==> src/rtl/tinyalu_pkg.sv <==
// Shared types for the TinyALU responder: opcode encodings, FSM states and
// the default multiplier latency.
package tinyalu_pkg;

  localparam int MUL_LATENCY_DEFAULT = 3;

  typedef enum logic [2:0] {
    no_op  = 3'b000,
    add_op = 3'b001,
    and_op = 3'b010,
    xor_op = 3'b011,
    mul_op = 3'b100,
    rst_op = 3'b111
  } operation_t;

  typedef enum logic [1:0] {
    IDLE     = 2'b00,
    EXEC     = 2'b01,
    MUL      = 2'b10,
    WAIT_LOW = 2'b11
  } state_t;

endpackage

==> src/rtl/tinyalu_mul_pipe.sv <==
// Registered unsigned DATA_W x DATA_W multiplier with MUL_LATENCY-1 stages
// after the operand latch; out_valid marks the product leaving the last stage.
module tinyalu_mul_pipe #(
  parameter int DATA_W      = 8,
  parameter int MUL_LATENCY = 3
) (
  input  logic                  clk,
  input  logic                  reset_n,
  input  logic                  in_valid,
  input  logic [DATA_W-1:0]     a,
  input  logic [DATA_W-1:0]     b,
  output logic                  out_valid,
  output logic [2*DATA_W-1:0]   product
);

  localparam int STAGES = MUL_LATENCY - 1;

  logic [STAGES-1:0]   vld_d, vld_q;
  logic [2*DATA_W-1:0] prod_d [STAGES];
  logic [2*DATA_W-1:0] prod_q [STAGES];

  always_comb begin
    vld_d     = '0;
    vld_d[0]  = in_valid;
    prod_d[0] = {{DATA_W{1'b0}}, a} * {{DATA_W{1'b0}}, b};
    for (int k = 1; k < STAGES; k++) begin
      vld_d[k]  = vld_q[k-1];
      prod_d[k] = prod_q[k-1];
    end
  end

  always_ff @(posedge clk or negedge reset_n) begin
    if (!reset_n) begin
      vld_q <= '0;
      for (int k = 0; k < STAGES; k++) begin
        prod_q[k] <= '0;
      end
    end else begin
      vld_q <= vld_d;
      for (int k = 0; k < STAGES; k++) begin
        prod_q[k] <= prod_d[k];
      end
    end
  end

  assign out_valid = vld_q[STAGES-1];
  assign product   = prod_q[STAGES-1];

endmodule

==> src/rtl/tinyalu_core.sv <==
// TinyALU responder: accepts a start/done command, runs add/and/xor in one
// cycle or mul through the pipelined multiplier, and pulses done once.
//
// state    | meaning
// IDLE     | waiting for start; latches A, B, op when it is seen
// EXEC     | single-cycle op; result and done registered on the next edge
// MUL      | waiting for the multiplier pipeline to deliver the product
// WAIT_LOW | command finished or dropped; wait for start to be released
module tinyalu_core
  import tinyalu_pkg::*;
#(
  parameter int DATA_W      = 8,
  parameter int MUL_LATENCY = MUL_LATENCY_DEFAULT
) (
  input  logic                clk,
  input  logic                reset_n,
  input  logic [DATA_W-1:0]   A,
  input  logic [DATA_W-1:0]   B,
  input  logic [2:0]          op,
  input  logic                start,
  output logic                done,
  output logic [2*DATA_W-1:0] result
);

  state_t              state_d, state_q;
  operation_t          op_d, op_q, op_in;
  logic [DATA_W-1:0]   a_d, a_q, b_d, b_q;
  logic [2*DATA_W-1:0] result_d, result_q;
  logic                done_d, done_q;
  logic                mul_go_d, mul_go_q;
  logic                mul_valid;
  logic [2*DATA_W-1:0] mul_product;

  function automatic logic [2*DATA_W-1:0] alu_eval(
    input operation_t        o,
    input logic [DATA_W-1:0] x,
    input logic [DATA_W-1:0] y
  );
    logic [2*DATA_W-1:0] xe, ye;
    xe = {{DATA_W{1'b0}}, x};
    ye = {{DATA_W{1'b0}}, y};
    case (o)
      add_op:  alu_eval = xe + ye;
      and_op:  alu_eval = xe & ye;
      xor_op:  alu_eval = xe ^ ye;
      default: alu_eval = '0;
    endcase
  endfunction

  assign op_in = operation_t'(op);

  // Operands come only from the latched copy, so the bus may change freely
  // once the command has been accepted.
  tinyalu_mul_pipe #(
    .DATA_W      (DATA_W),
    .MUL_LATENCY (MUL_LATENCY)
  ) u_mul_pipe (
    .clk       (clk),
    .reset_n   (reset_n),
    .in_valid  (mul_go_q),
    .a         (a_q),
    .b         (b_q),
    .out_valid (mul_valid),
    .product   (mul_product)
  );

  always_comb begin
    state_d  = state_q;
    op_d     = op_q;
    a_d      = a_q;
    b_d      = b_q;
    result_d = result_q;
    done_d   = 1'b0;
    mul_go_d = 1'b0;
    case (state_q)
      IDLE: begin
        if (start) begin
          a_d  = A;
          b_d  = B;
          op_d = op_in;
          case (op_in)
            add_op, and_op, xor_op: state_d = EXEC;
            mul_op: begin
              state_d  = MUL;
              mul_go_d = 1'b1;
            end
            default: state_d = WAIT_LOW;
          endcase
        end
      end
      EXEC: begin
        result_d = alu_eval(op_q, a_q, b_q);
        done_d   = 1'b1;
        state_d  = WAIT_LOW;
      end
      MUL: begin
        if (mul_valid) begin
          result_d = mul_product;
          done_d   = 1'b1;
          state_d  = WAIT_LOW;
        end
      end
      WAIT_LOW: begin
        if (!start) begin
          state_d = IDLE;
        end
      end
      default: state_d = IDLE;
    endcase
  end

  always_ff @(posedge clk or negedge reset_n) begin
    if (!reset_n) begin
      state_q  <= IDLE;
      op_q     <= no_op;
      a_q      <= '0;
      b_q      <= '0;
      result_q <= '0;
      done_q   <= 1'b0;
      mul_go_q <= 1'b0;
    end else begin
      state_q  <= state_d;
      op_q     <= op_d;
      a_q      <= a_d;
      b_q      <= b_d;
      result_q <= result_d;
      done_q   <= done_d;
      mul_go_q <= mul_go_d;
    end
  end

  assign done   = done_q;
  assign result = result_q;

endmodule

==> config.mk <==
export PLATFORM = sky130hd
export DESIGN_NAME = tinyalu_core
export DESIGN_NICKNAME = d
export VERILOG_FILES = /design/src/rtl/tinyalu_pkg.sv /design/src/rtl/tinyalu_mul_pipe.sv /design/src/rtl/tinyalu_core.sv
export SDC_FILE = /design/constraint.sdc
export NUM_CORES = 1
export LEC_CHECK = 0
export ABC_CLOCK_PERIOD_IN_PS = 8400
export CORE_MARGIN = 8
export CORE_UTILIZATION = 45
export CTS_BUF_LIST = sky130_fd_sc_hd__clkbuf_4 sky130_fd_sc_hd__clkbuf_8 sky130_fd_sc_hd__clkbuf_16
export DETAILED_ROUTE_END_ITERATION = 10
export GPL_TIMING_DRIVEN = 0
export MAX_ROUTING_LAYER = met4
export PLACE_DENSITY_LB_ADDON = 0.12
export SKIP_CTS_REPAIR_TIMING = 1
export SYNTH_ARGS = -nofsm -noshare
export SYNTH_HDL_FRONTEND = slang
export SYNTH_HIERARCHICAL = 1
export SYNTH_SLANG_ARGS = --single-unit
==> constraint.sdc <==
create_clock -name clk -period 8.4 [get_ports clk]
set_input_delay 1.26 -clock clk [delete_from_list [all_inputs] [get_ports clk]]
set_output_delay 1.26 -clock clk [all_outputs]
set_load 0.05 [all_outputs]
==> metrics.txt, run 1 <==
outcome finished clean; boundary pin count 39; RSZ-0062 raised after global routing no; Async S/R FF share, synth 100%; most frequent cells after synthesis dfrtp_1 (73), inv_1 (65), ha_1 (49), and2_1 (48), nand2_1 (41); CTS tree done; WL final approximately 12000 um; Die X-Extent 126 um; period utilization roughly 55%; later-pin clock latency in the skew report 0.33 ns; row cnt 40; vias in the first global route between 4000 and 5000; DR vias roughly 4000; Final Setup Violations 0; Initial Util 45.7%; root buf cell clkbuf_16; Clock Path Buffers 2; DRT Pass-1 Iters 4; n_diodes 0; DP Wirelength 9170 um; grt total ovfl 0; Crit Path Max Fanout 10; Startpoint Class flop; largest net degree at the start of global routing 74; 1st-iter DRT viols 240; GRT busiest layer met2; Period minus WS final 4.64 ns; Hold Fails Final Rpt 0; predominant post-synthesis flop cell dfrtp_1; initial antenna violation count 0; Synth Instances 542; Final GP Congestion just under 0.9; first-pass GRT wire length 20300 um; Nets around 700; met1 Usage GRT between 20% and 30%; GR met2 Demand/Resource 25.4%; Yosys warnings 6; vias per cell ~5.4; Die Y 126 um; Max Clock Skew 0.00545 ns; post-synth cell types 53; Area growth syn-to-layout 15.8%; critical path's slowest cell fa_1; crit-path leading delay family adder cells; synth top area cells dfrtp_1 (34%), fa_1 (14%), ha_1 (11%); slew margin rel. 40.1%; #FFs+latches synth 73; Max Cap Viol 0; met3 Use GR 3.33%; Hold Crit Class reg -> reg; WL/cell 16.1 um; crit path DAT around 4.8 ns; post-synth top area share between 30% and 40%; crit end category flop; core footprint 11900 um^2; Num CTS Buffers 9; crit-path max cell delay 0.55 ns; GR Util All Layers 16.4%; setup tns final 0 ns; worst endpoint required time 8.58 ns; clock sink count 73; number of synthesized flops with an enable pin 0; count leader, synth dfrtp_1; final slew viol count 0; CTS H-tree lvls 3; Synth area leader dfrtp_1; Routed Antenna Nets 0; crit path kind reg -> reg; post-synthesis net count 650; R2R setup slack 3.76 ns; Port Buffers 38; clock-pin slew on the worst setup and hold paths about 0.060 ns; DRC 0; Max Clock Freq 0.216 GHz; Seq/Total Area, Yosys 33.5%; layout cell share with drive strength beyond 1 between 8 and 9%; Buf/Inv on CP 4; Cell Chain, Critical Path and2_1, fa_1, inv_1, fa_1, inv_1, fa_1, inv_1, fa_1, inv_1, ha_1, o21a_1, o31a_4, o311ai_0, nand4b_1, o311ai_0; syn avg cell area just over 10 um^2; die area roughly 16000 um^2; synthesized area 5450 um^2; Worst-Margin Slew 0.898 ns
==> sequential cells by signal, summed over array words and instances, names as in the netlist, 2 cells and up <==
name and flops:
state_q 2, result 16, u_mul_pipe/prod_d 16, op_q 3, b_q 8, u_mul_pipe/vld_q 2, a_q 8, u_mul_pipe/product 16
==> layout make-up <==
class | count | area, um^2
Inverter | 65 | 244
Fill cell | 1120 | 5600
Clock inverter | 3 | 40.0
Multi-Input combinational cell | 389 | 3320
Clock buffer | 12 | 260
Sequential cell | 73 | 1830
Tap cell | 147 | 184
Timing Repair Buffer | 38 | 378
Buffer | 15 | 61.3
==> cell usage in the layout (no fill, tap or decap), types with 4 or more instances in the layout <==
cell             instances
a211oi_1                10
a21o_1                   7
a21oi_1                 22
a31oi_1                 10
and2_1                  48
clkbuf_1                10
clkbuf_16                9
clkdlybuf4s50_1         37
dfrtp_1                 73
fa_1                    37
ha_1                    49
inv_1                   65
mux2_2                  20
mux2i_1                 15
nand2_1                 41
nand2b_1                 5
nor2_1                  26
nor2b_1                  4
nor3_1                  11
o21a_1                   5
o21ai_0                 21
o31ai_1                  4
or2_2                    4
or3_1                    5
==> per-stage QoR <==
stage	cell area, um^2	setup WS, ns	std cells	util (%)	hold slack [ns]
after floorplan	5450	4.35	542	-	0.331
after global placement	6010	3.64	727	50.5	0.332
after detailed placement	6010	3.73	727	50.5	0.335
after CTS	6310	3.70	742	53.0	0.344
after global routing	6310	3.56	742	53.0	0.354
final	6310	3.76	742	53.0	0.344
==> kinds of logic (layout without fill, tap and decap cells) <==
logic type               Yosys count  in the layout  synth area share, %
XOR/XNOR                           5              5                0.804
adder cells (fa/ha/maj)           86             86                 24.8
multiplexers                      35             35                 6.89
buffers and inverters             80            133                 5.60
flip-flops                        73             73                 33.5
AO/OA/AOI/OAI                     99             99                 12.3
AND/OR/NAND/NOR                  164            164                 16.0
==> path summary, 6_finish.rpt <==
| path | startpoint | to | cells after the start |
|---|---|---|---|
| max in group asynchronous | reset_n | b_q[6] | 1 |
| setup / recovery | a_q[3] | u_mul_pipe/prod_d[13] | 15 |
| min in group asynchronous | reset_n | result[11] | 1 |
| hold / removal | u_mul_pipe/prod_d[0] | u_mul_pipe/product[0] | 0 |
| setup reg to reg | a_q[3] | u_mul_pipe/prod_d[13] | 15 |
| hold reg to reg | u_mul_pipe/prod_d[0] | u_mul_pipe/product[0] | 0 |
==> routing by layer <==
layer	wire [um]	vias to the layer above
li1	-	1938
met2	5720	59
met3	443	10
met5	0	-
met1	5670	1983
met4	106	0
Power of run 1 is not shown: default switching activity piles up to over one toggle a cycle in this logic, so the estimate is an artifact.
==> inputs of run 2 (changes only) <==
--- a/config.mk
+++ b/config.mk
@@ -5,7 +5,7 @@
 export SDC_FILE = /design/constraint.sdc
 export NUM_CORES = 1
 export LEC_CHECK = 0
-export ABC_CLOCK_PERIOD_IN_PS = 8400
+export ABC_CLOCK_PERIOD_IN_PS = 4000
 export CORE_MARGIN = 8
 export CORE_UTILIZATION = 45
 export CTS_BUF_LIST = sky130_fd_sc_hd__clkbuf_4 sky130_fd_sc_hd__clkbuf_8 sky130_fd_sc_hd__clkbuf_16
==> constraint.sdc (replaced) <==
create_clock -name clk -period 4 [get_ports clk]
set_input_delay 0.6 -clock clk [delete_from_list [all_inputs] [get_ports clk]]
set_output_delay 0.6 -clock clk [all_outputs]
set_load 0.05 [all_outputs]
==> metrics.txt, run 2 (synthesized netlist as in run 1, its figures left out) <==
crit-path max cell delay 0.53 ns; Die Y between 100 and 150 um; root buf cell clkbuf_16; Area growth syn-to-layout 24.7%; fin worst setup slack -0.0175 ns; WL/cell 15.9 um; Max Clock Freq 0.249 GHz; Buf/Inv on CP 4; Routed Antenna Nets 0; DR vias around 4200; outcome complete, but fails checks; clock-pin slew on the worst setup and hold paths roughly 0.060 ns; layout cell share with drive strength beyond 1 21.0%; CP most frequent cell fa_1; DP Wirelength 9100 um; Final GP Congestion 0.831; slew margin rel. 38.6%; pre-CTS setup slack -0.446 ns; FF/Latch Area about 1800 um^2; commonest non-fill, non-tap cell in the layout inv_1; WL final 12400 um; placed insts a little over 700; Max Clock Skew 0.00635 ns; crit-path leading delay family adder cells; Clock Path Buffers 2; final slew viol count 0; core footprint 11900 um^2; Worst-Margin Slew between 0.9 and 1 ns; vias in the first global route 3977; Initial Util 45.7%; violated checks setup timing; DRT Pass-1 Iters 5; boundary pin count 39; RSZ-0062 raised after global routing yes; first-pass GRT wire length roughly 20000 um; Period minus WS final around 4.0 ns; worst endpoint required time approximately 4.2 ns; later-pin clock latency in the skew report ~0.34 ns; area of the multi-input gates 3500 um^2; Port Buffers 38; crit end category flop; Num CTS Buffers 9; critical path's slowest cell fa_1; Startpoint Class flop; initial antenna violation count 0; non-filler cells, final 777; 1st-iter DRT viols 236; Cell Chain, Critical Path and2_4, fa_1, inv_1, fa_1, inv_1, fa_1, inv_2, fa_1, inv_2, ha_4, o21a_1, o31a_4, o311ai_4, mux2i_1, nor3_2; GR Util All Layers 16.0%; WHS 0.341 ns; Max Cap Viol 0; row cnt 40; n_diodes 0; grt total ovfl 0; Crit Path Max Fanout 7; Nets 733; die area around 16000 um^2; Final Setup Violations 1; vias per cell roughly 5.4; period utilization 100%; most frequent cells in the layout inv_1 (62), dfrtp_1 (59), ha_1 (43); Die X-Extent 126 um; Hold Fails Final Rpt 0; CTS H-tree lvls 3; crit path kind reg -> reg; clock sink count 73; DRC 0; setup tns final -0.0175 ns; largest net degree at the start of global routing 74; Fill cells 1063; Hold Crit Class reg -> reg; crit path DAT 4.23 ns; CTS tree done
run 2: final timing paths:
check                      depth (start not counted)  slack, ns                    end                  from
min in group asynchronous                          1       0.39             result[10]               reset_n
max in group asynchronous                          1       2.93                 a_q[4]               reset_n
setup reg to reg                                  15      -0.02  u_mul_pipe/prod_d[15]                b_q[2]
hold reg to reg                                    0       0.34  u_mul_pipe/product[6]  u_mul_pipe/prod_d[6]
setup / recovery                                  15      -0.02  u_mul_pipe/prod_d[15]                b_q[2]
hold / removal                                     0       0.34  u_mul_pipe/product[6]  u_mul_pipe/prod_d[6]
run 2: cell type report:
type | instances | area share [%]
Clock inverter | 7 | 1.40
Buffer | 15 | 0.903
Multi-Input combinational cell | 389 | 51.6
Tap cell | 147 | 2.71
Clock buffer | 9 | 3.32
Inverter | 65 | 3.59
Timing Repair Buffer | 72 | 9.38
Sequential cell | 73 | 27.2
run 2: per-layer routing:
metal,track usage (%),up-vias,part of all wire [%]
met5,-,-,0
met4,4.25,0,1.3
met3,3.71,14,3.5
met2,24.3,92,48
met1,21.2,2091,47
li1,-,2002,-
run 2: per-stage QoR:
| step | area [um^2] | util [%] |
|---|---|---|
| 2_1_floorplan | 5450 | - |
| 3_3_place_gp | 6010 | 50.5 |
| 3_5_place_dp | 6010 | 50.5 |
| 4_1_cts | 6330 | 53.2 |
| 5_1_grt | 6790 | 57.0 |
| 6_report | 6790 | 57.0 |
Power of run 2 is left out for the same reason.
